### config.mk
export PLATFORM = sky130hd
export DESIGN_NAME = instr_mem_loader
export DESIGN_NICKNAME = d
export VERILOG_FILES = /design/src/rtl/core_pkg.sv /design/src/rtl/byte_packer.sv /design/src/rtl/instr_mem_loader.sv
export SDC_FILE = /design/constraint.sdc
export NUM_CORES = 1
export LEC_CHECK = 0
export ABC_CLOCK_PERIOD_IN_PS = 1800
export BUFFER_PORTS_ARGS = -buffer_cell sky130_fd_sc_hd__buf_2
export CORE_UTILIZATION = 57
export DETAILED_ROUTE_END_ITERATION = 7
export PLACE_DENSITY = 0.81
export REMOVE_ABC_BUFFERS = 1
export SLEW_MARGIN = 5
export SYNTH_ARGS = -nofsm -noshare
export SYNTH_HDL_FRONTEND = slang
export SYNTH_SLANG_ARGS = --single-unit
### constraint.sdc
create_clock -name clk -period 1.8 [get_ports clk]
set_input_delay 0.09 -clock clk [delete_from_list [all_inputs] [get_ports clk]]
set_output_delay 0.09 -clock clk [all_outputs]
set_load 0.01 [all_outputs]
### src/rtl/core_pkg.sv
// rtl/core_pkg.sv - shared loader state encodings and instruction store geometry
package core_pkg;

  localparam int DEPTH  = 32;
  localparam int ADDR_W = 5;
  localparam int WORD_W = 32;

  typedef enum logic [1:0] {
    LD_IDLE = 2'd0,
    LD_LOAD = 2'd1,
    LD_DONE = 2'd2
  } ld_state_t;

endpackage

### src/rtl/byte_packer.sv
// rtl/byte_packer.sv - packs a big-endian byte stream into 32-bit words
//
// Ports:
//   clk          in  clock, rising edge
//   reset        in  asynchronous active-low reset
//   i_clear      in  restart packing at byte 0 of a word
//   i_hs         in  a byte is transferred this cycle
//   i_byte       in  transferred byte
//   o_word_valid out 4th byte of a word is being transferred this cycle
//   o_word       out packed word, valid with o_word_valid
module byte_packer
  import core_pkg::*;
(
  input  logic              clk,
  input  logic              reset,
  input  logic              i_clear,
  input  logic              i_hs,
  input  logic [7:0]        i_byte,
  output logic              o_word_valid,
  output logic [WORD_W-1:0] o_word
);

  logic [23:0] r_asm;
  logic [1:0]  r_idx;

  // The 4th byte is not stored: the word is formed from the three held bytes
  // plus the byte on the bus, so it can be written on the same edge.
  assign o_word_valid = i_hs && (r_idx == 2'd3);
  assign o_word       = {r_asm, i_byte};

  always_ff @(posedge clk or negedge reset) begin
    if (!reset) begin
      r_asm <= '0;
      r_idx <= '0;
    end else if (i_clear) begin
      r_asm <= '0;
      r_idx <= '0;
    end else if (i_hs) begin
      r_asm <= {r_asm[15:0], i_byte};
      r_idx <= r_idx + 2'd1;
    end
  end

endmodule

### src/rtl/instr_mem_loader.sv
// rtl/instr_mem_loader.sv - loads a program byte stream into the instruction store and serves fetches
//
// Ports:
//   clk          in  clock, rising edge
//   reset        in  asynchronous active-low reset
//   load_start   in  1-cycle pulse: begin loading load_len words
//   load_len     in  words to load, legal 1..32
//   byte_in      in  program byte
//   byte_valid   in  byte_in valid
//   byte_ready   out loader accepts a byte this cycle
//   fetch_addr   in  byte address from the PC
//   instr_out    out instruction at fetch_addr (0 unless the program is resident)
//   cpu_hold     out keep core in reset / stalled
//   load_done    out program resident, core released
//   load_err     out 1-cycle pulse: illegal load_len on load_start
//   words_loaded out words written since the last accepted load_start
module instr_mem_loader
  import core_pkg::*;
(
  input  logic              clk,
  input  logic              reset,
  input  logic              load_start,
  input  logic [5:0]        load_len,
  input  logic [7:0]        byte_in,
  input  logic              byte_valid,
  output logic              byte_ready,
  input  logic [31:0]       fetch_addr,
  output logic [WORD_W-1:0] instr_out,
  output logic              cpu_hold,
  output logic              load_done,
  output logic              load_err,
  output logic [5:0]        words_loaded
);

  ld_state_t         r_state;
  ld_state_t         w_next;
  logic [5:0]        r_len;
  logic [5:0]        r_words;
  logic              r_byte_ready;
  logic              r_load_err;
  logic [WORD_W-1:0] r_mem [DEPTH];

  logic              w_legal;
  logic              w_accept;
  logic              w_illegal;
  logic              w_hs;
  logic              w_word_valid;
  logic [WORD_W-1:0] w_word;
  logic [5:0]        w_words_inc;
  logic [ADDR_W-1:0] w_fetch_idx;
  logic              w_unused_addr_bits;

  assign w_legal     = (load_len != 6'd0) && (load_len <= 6'(DEPTH));
  // load_start is ignored while a load is in progress.
  assign w_accept    = load_start && w_legal  && (r_state != LD_LOAD);
  assign w_illegal   = load_start && !w_legal && (r_state != LD_LOAD);
  assign w_hs        = byte_valid && r_byte_ready;
  assign w_words_inc = r_words + 6'd1;

  byte_packer u_packer (
    .clk          (clk),
    .reset        (reset),
    .i_clear      (w_accept),
    .i_hs         (w_hs),
    .i_byte       (byte_in),
    .o_word_valid (w_word_valid),
    .o_word       (w_word)
  );

  always_comb begin
    w_next = r_state;
    case (r_state)
      LD_IDLE: if (w_accept) w_next = LD_LOAD;
      // Leave LOAD on the same edge that writes the last word so that
      // byte_ready is already low in the following cycle.
      LD_LOAD: if (w_word_valid && (w_words_inc == r_len)) w_next = LD_DONE;
      LD_DONE: if (w_accept) w_next = LD_LOAD;
      default: w_next = LD_IDLE;
    endcase
  end

  always_ff @(posedge clk or negedge reset) begin
    if (!reset) begin
      r_state      <= LD_IDLE;
      r_len        <= '0;
      r_words      <= '0;
      r_byte_ready <= 1'b0;
      r_load_err   <= 1'b0;
      for (int i = 0; i < DEPTH; i++) r_mem[i] <= '0;
    end else begin
      r_state      <= w_next;
      r_byte_ready <= (w_next == LD_LOAD);
      r_load_err   <= w_illegal;
      if (w_accept) begin
        r_len   <= load_len;
        r_words <= '0;
      end else if (w_word_valid) begin
        r_words <= w_words_inc;
      end
      if (w_word_valid) r_mem[r_words[ADDR_W-1:0]] <= w_word;
    end
  end

  // Byte offset and upper address bits are ignored: fetches wrap every 128 bytes.
  assign w_fetch_idx        = fetch_addr[ADDR_W+1:2];
  assign w_unused_addr_bits = ^{fetch_addr[31:ADDR_W+2], fetch_addr[1:0]};

  assign instr_out    = (r_state == LD_DONE) ? r_mem[w_fetch_idx] : '0;
  assign byte_ready   = r_byte_ready;
  assign cpu_hold     = (r_state != LD_DONE);
  assign load_done    = (r_state == LD_DONE);
  assign load_err     = r_load_err;
  assign words_loaded = r_words;

endmodule
==> flow_metrics.env <==
export IMPL_antenna_found_initial=11
export IMPL_drt_initial_drc_count=4807
export IMPL_critical_path_arrival_ns=2.74
export IMPL_core_area_sq_um=83950
export IMPL_start_util=0.5786
export IMPL_cp_data_required_time_ns=1.71
export IMPL_cts_buffers=104
export IMPL_grt_usage=0.3683
export IMPL_vias=35610
export IMPL_synth_seq_cells=1066
export IMPL_violations="max-capacitance violations, max-slew violations, negative setup slack"
export IMPL_fp_dieW_microns=293.9
export IMPL_cp_num_buf_inv=1
export IMPL_setup_ws_ns=-1.031
export IMPL_rsz0062_at_grt="true"
export IMPL_fin_crit_sh=1.573
export IMPL_synth_edff_count=0
export IMPL_final_nets=3512
export IMPL_async_reset_ff_frac=1.000
export IMPL_clk_latency_ns=0.73
export IMPL_cpMaxStageDelayCell="mux4_2"
export IMPL_maxCapViolCount=2
export IMPL_clock_sinks=1066
export IMPL_irDropWorstVdd_v=0.0008718
export IMPL_final_core_util=0.7651
export IMPL_synth_ff_type="dfrtp_1"
export IMPL_gp_congestion=0.8452
export IMPL_cts_tree="done"
export IMPL_rows=106
export IMPL_fin_setup_tns_ns=-429.42
export IMPL_dr_pass1_iters=6
export IMPL_crit_fanout=2
export IMPL_htreeDepth=3
export IMPL_grt_max_degree=114
export IMPL_hold_viol=0
export IMPL_fillers=3704
export IMPL_yosys_warnings=0
export IMPL_setup_viol=1097
export IMPL_syn_inst=3064
export IMPL_grt_pass1_wl_microns=232200
export IMPL_avgViaCountPerCell=7.613
export IMPL_critPathMaxStageDelay_ns=0.66
export IMPL_cp_end_kind="output pin"
export IMPL_post_place_ws_ns=-0.4571
export IMPL_io_buffers=64
export IMPL_fin_skew_ns=0.04723
export IMPL_power_density_nw_per_um2=973.4
export IMPL_hpwlAfterDp_microns=83630
export IMPL_final_cells=4677
export IMPL_leakagePower_uw=0.03016
export IMPL_drv_slew=70
export IMPL_drc=0
export IMPL_yosysUniqueCellTypes=44
export IMPL_grt_pass1_vias=34680
export IMPL_netlist_area_sq_um=48580
export IMPL_die_h_microns=293.9
export IMPL_synth_area_leaders="dfrtp_1 55%, mux2_2 25%, mux4_2 10%"
export IMPL_dieArea_sq_um=86390
export IMPL_maxSlewHeadroom=-0.01784
export IMPL_criticalPathCategory="flop to output pin"
export IMPL_ios=92
export IMPL_yosysTopAreaCellShare=0.5491
export IMPL_path_delay_family="multiplexers"
export IMPL_cts_root_buffer="clkbuf_16"
export IMPL_path_clk_slew_ns=0.07
export IMPL_synth_seq_area_share=0.5491
export IMPL_period_needed_ns=2.831
export IMPL_wl_microns=207900
export IMPL_fmax_mhz=353.2
export IMPL_path_cells="mux4_2, mux2_4, o221ai_4, a21oi_1, buf_2"
export IMPL_ant_nets=0
export IMPL_cts_buffer_depth=3
export IMPL_synth_area_per_cell_sq_um=15.85
export IMPL_yosysTopAreaCell="dfrtp_1"
export IMPL_wl_per_cell_microns=44.46
export IMPL_drive_above_1_share=0.6194
export IMPL_worst_setup_path_start_kind="flop"
export IMPL_syn_to_final_growth_pct=32.23
export IMPL_status="finished, violations left"
export IMPL_gr_total_overflow=0
export IMPL_worst_pin_slew_ns=1.527
export IMPL_hold_path_class="input port to asynchronous set/reset pin"
export IMPL_dpl_cell_count=4275
[Yosys cell counts, types with 11 or more instances]
cell type / count
mux2_2: 1068
dfrtp_1: 1066
mux4_1: 30
buf_2: 121
a221oi_1: 20
nor2_1: 65
a21oi_1: 52
mux2i_1: 25
mux2_1: 28
buf_6: 17
xnor2_1: 11
mux4_2: 226
clkbuf_1: 146
o221ai_1: 32
nand2_1: 70
[report_power, final]
group / switching, uW / internal, uW
sequential: 2710 / 25700
combinational: 5600 / 5060
clock: 10400 / 13000
[metrics by stage]
stage / total power [uW] / hold WS (ns) / instance area [sq um]
2_1_floorplan: 31210 / -0.2056 / 47050
3_3_place_gp: 34860 / -0.002363 / 53000
3_5_place_dp: 35460 / -0.001416 / 53000
4_1_cts: 58850 / 0.1300 / 60310
5_1_grt: 63350 / 0.1516 / 64220
6_report: 62520 / 0.1301 / 64230
[layout by cell type, fill, tap and decap left out, types with 4 or more instances in the layout]
master	n
mux4_1	20
nand3_1	4
xor2_1	5
a221oi_2	23
o221ai_2	15
buf_4	207
mux4_2	236
clkinvlp_4	5
nor2_2	6
dfrtp_1	1063
mux2i_1	16
clkinv_2	29
clkbuf_8	18
o221ai_4	8
a22oi_1	7
clkbuf_16	144
a21oi_2	6
mux2_2	253
nand2_1	65
buf_16	51
a31oi_1	7
nor2_4	28
bufinv_16	11
mux2_4	845
buf_6	31
clkbuf_1	17
buf_8	9
buf_12	175
dlygate4sd3_1	19
a21oi_1	44
diode_2	4
nand4_1	5
buf_2	55
nor2_1	31
xnor2_1	11
mux2i_2	8
o221ai_1	9
[worst register-to-register path, stage by stage, from the launching register on]
cell and delay [ns]:
dfrtp_1 0.41, ha_2 0.21, and3_4 0.17, buf_6 0.13, buf_12 0.13, nand2_8 0.08
buf_6 0.12, or2_4 0.44, clkbuf_16 0.32, mux2_4 0.31
[flip-flops by register name, summed over array words and instances, names as in the netlist]
register,flops
u_packer.r_asm,24
r_mem,1024
r_state,2
byte_ready,1
words_loaded,6
r_len,6
u_packer.r_idx,2
load_err,1
[logic make-up after synthesis]
family | synth area share
mux | 0.3818
simple gates | 0.01453
xor+xnor | 0.002885
compound gates | 0.01867
buf+inv | 0.03171
fa+ha+maj | 0.001288
flops | 0.5491
[per-layer routing]
metal | share of wire | wire, microns | up-vias | global-route usage
met2 | 0.42 | 87840 | 3670 | 0.5717
met5 | 0.00044 | 92 | - | 0
met1 | 0.31 | 64310 | 18220 | 0.4447
met4 | 0.12 | 24790 | 14 | 0.2769
met3 | 0.15 | 30890 | 1574 | 0.09592
li1 | - | - | 12130 | -
[final timing paths]
path | slack [ns] | endpoint | cells past startpoint | from
min in group clk | 0.22 | r_len[3] | 3 | load_len[3]
max | -1.03 | instr_out[20] | 5 | r_mem[788]
min reg2reg | 0.50 | r_mem[770] | 1 | r_mem[770]
max in group asynchronous | 0.14 | r_mem[393] | 3 | reset
max reg2reg | -0.65 | r_mem[909] | 9 | u_packer.r_idx[1]
min | 0.13 | r_mem[617] | 3 | reset
[repair_timing]
action                     4_1_cts  5_1_grt
pin swaps                       35       33
hold buffers                    19        0
cloned                          37       48
setup endpoints to repair     1056     1099
setup buffers                   71       57
hold endpoints to repair       884        0
resized for setup              467      681
[layout make-up]
type	count	area, sq um	area share
sequential	1066	26680	0.4154
antenna	4	10.01	0.0001558
clock inverter	49	565.5	0.008805
timing repair buffer	587	8401	0.1308
inverter	3	11.26	0.0001753
clock buffer	139	2925	0.04554
multi-input combinational	1695	24220	0.3771
tap	1134	1419	0.02209
Note: power is estimated with default switching activity, not from simulation.
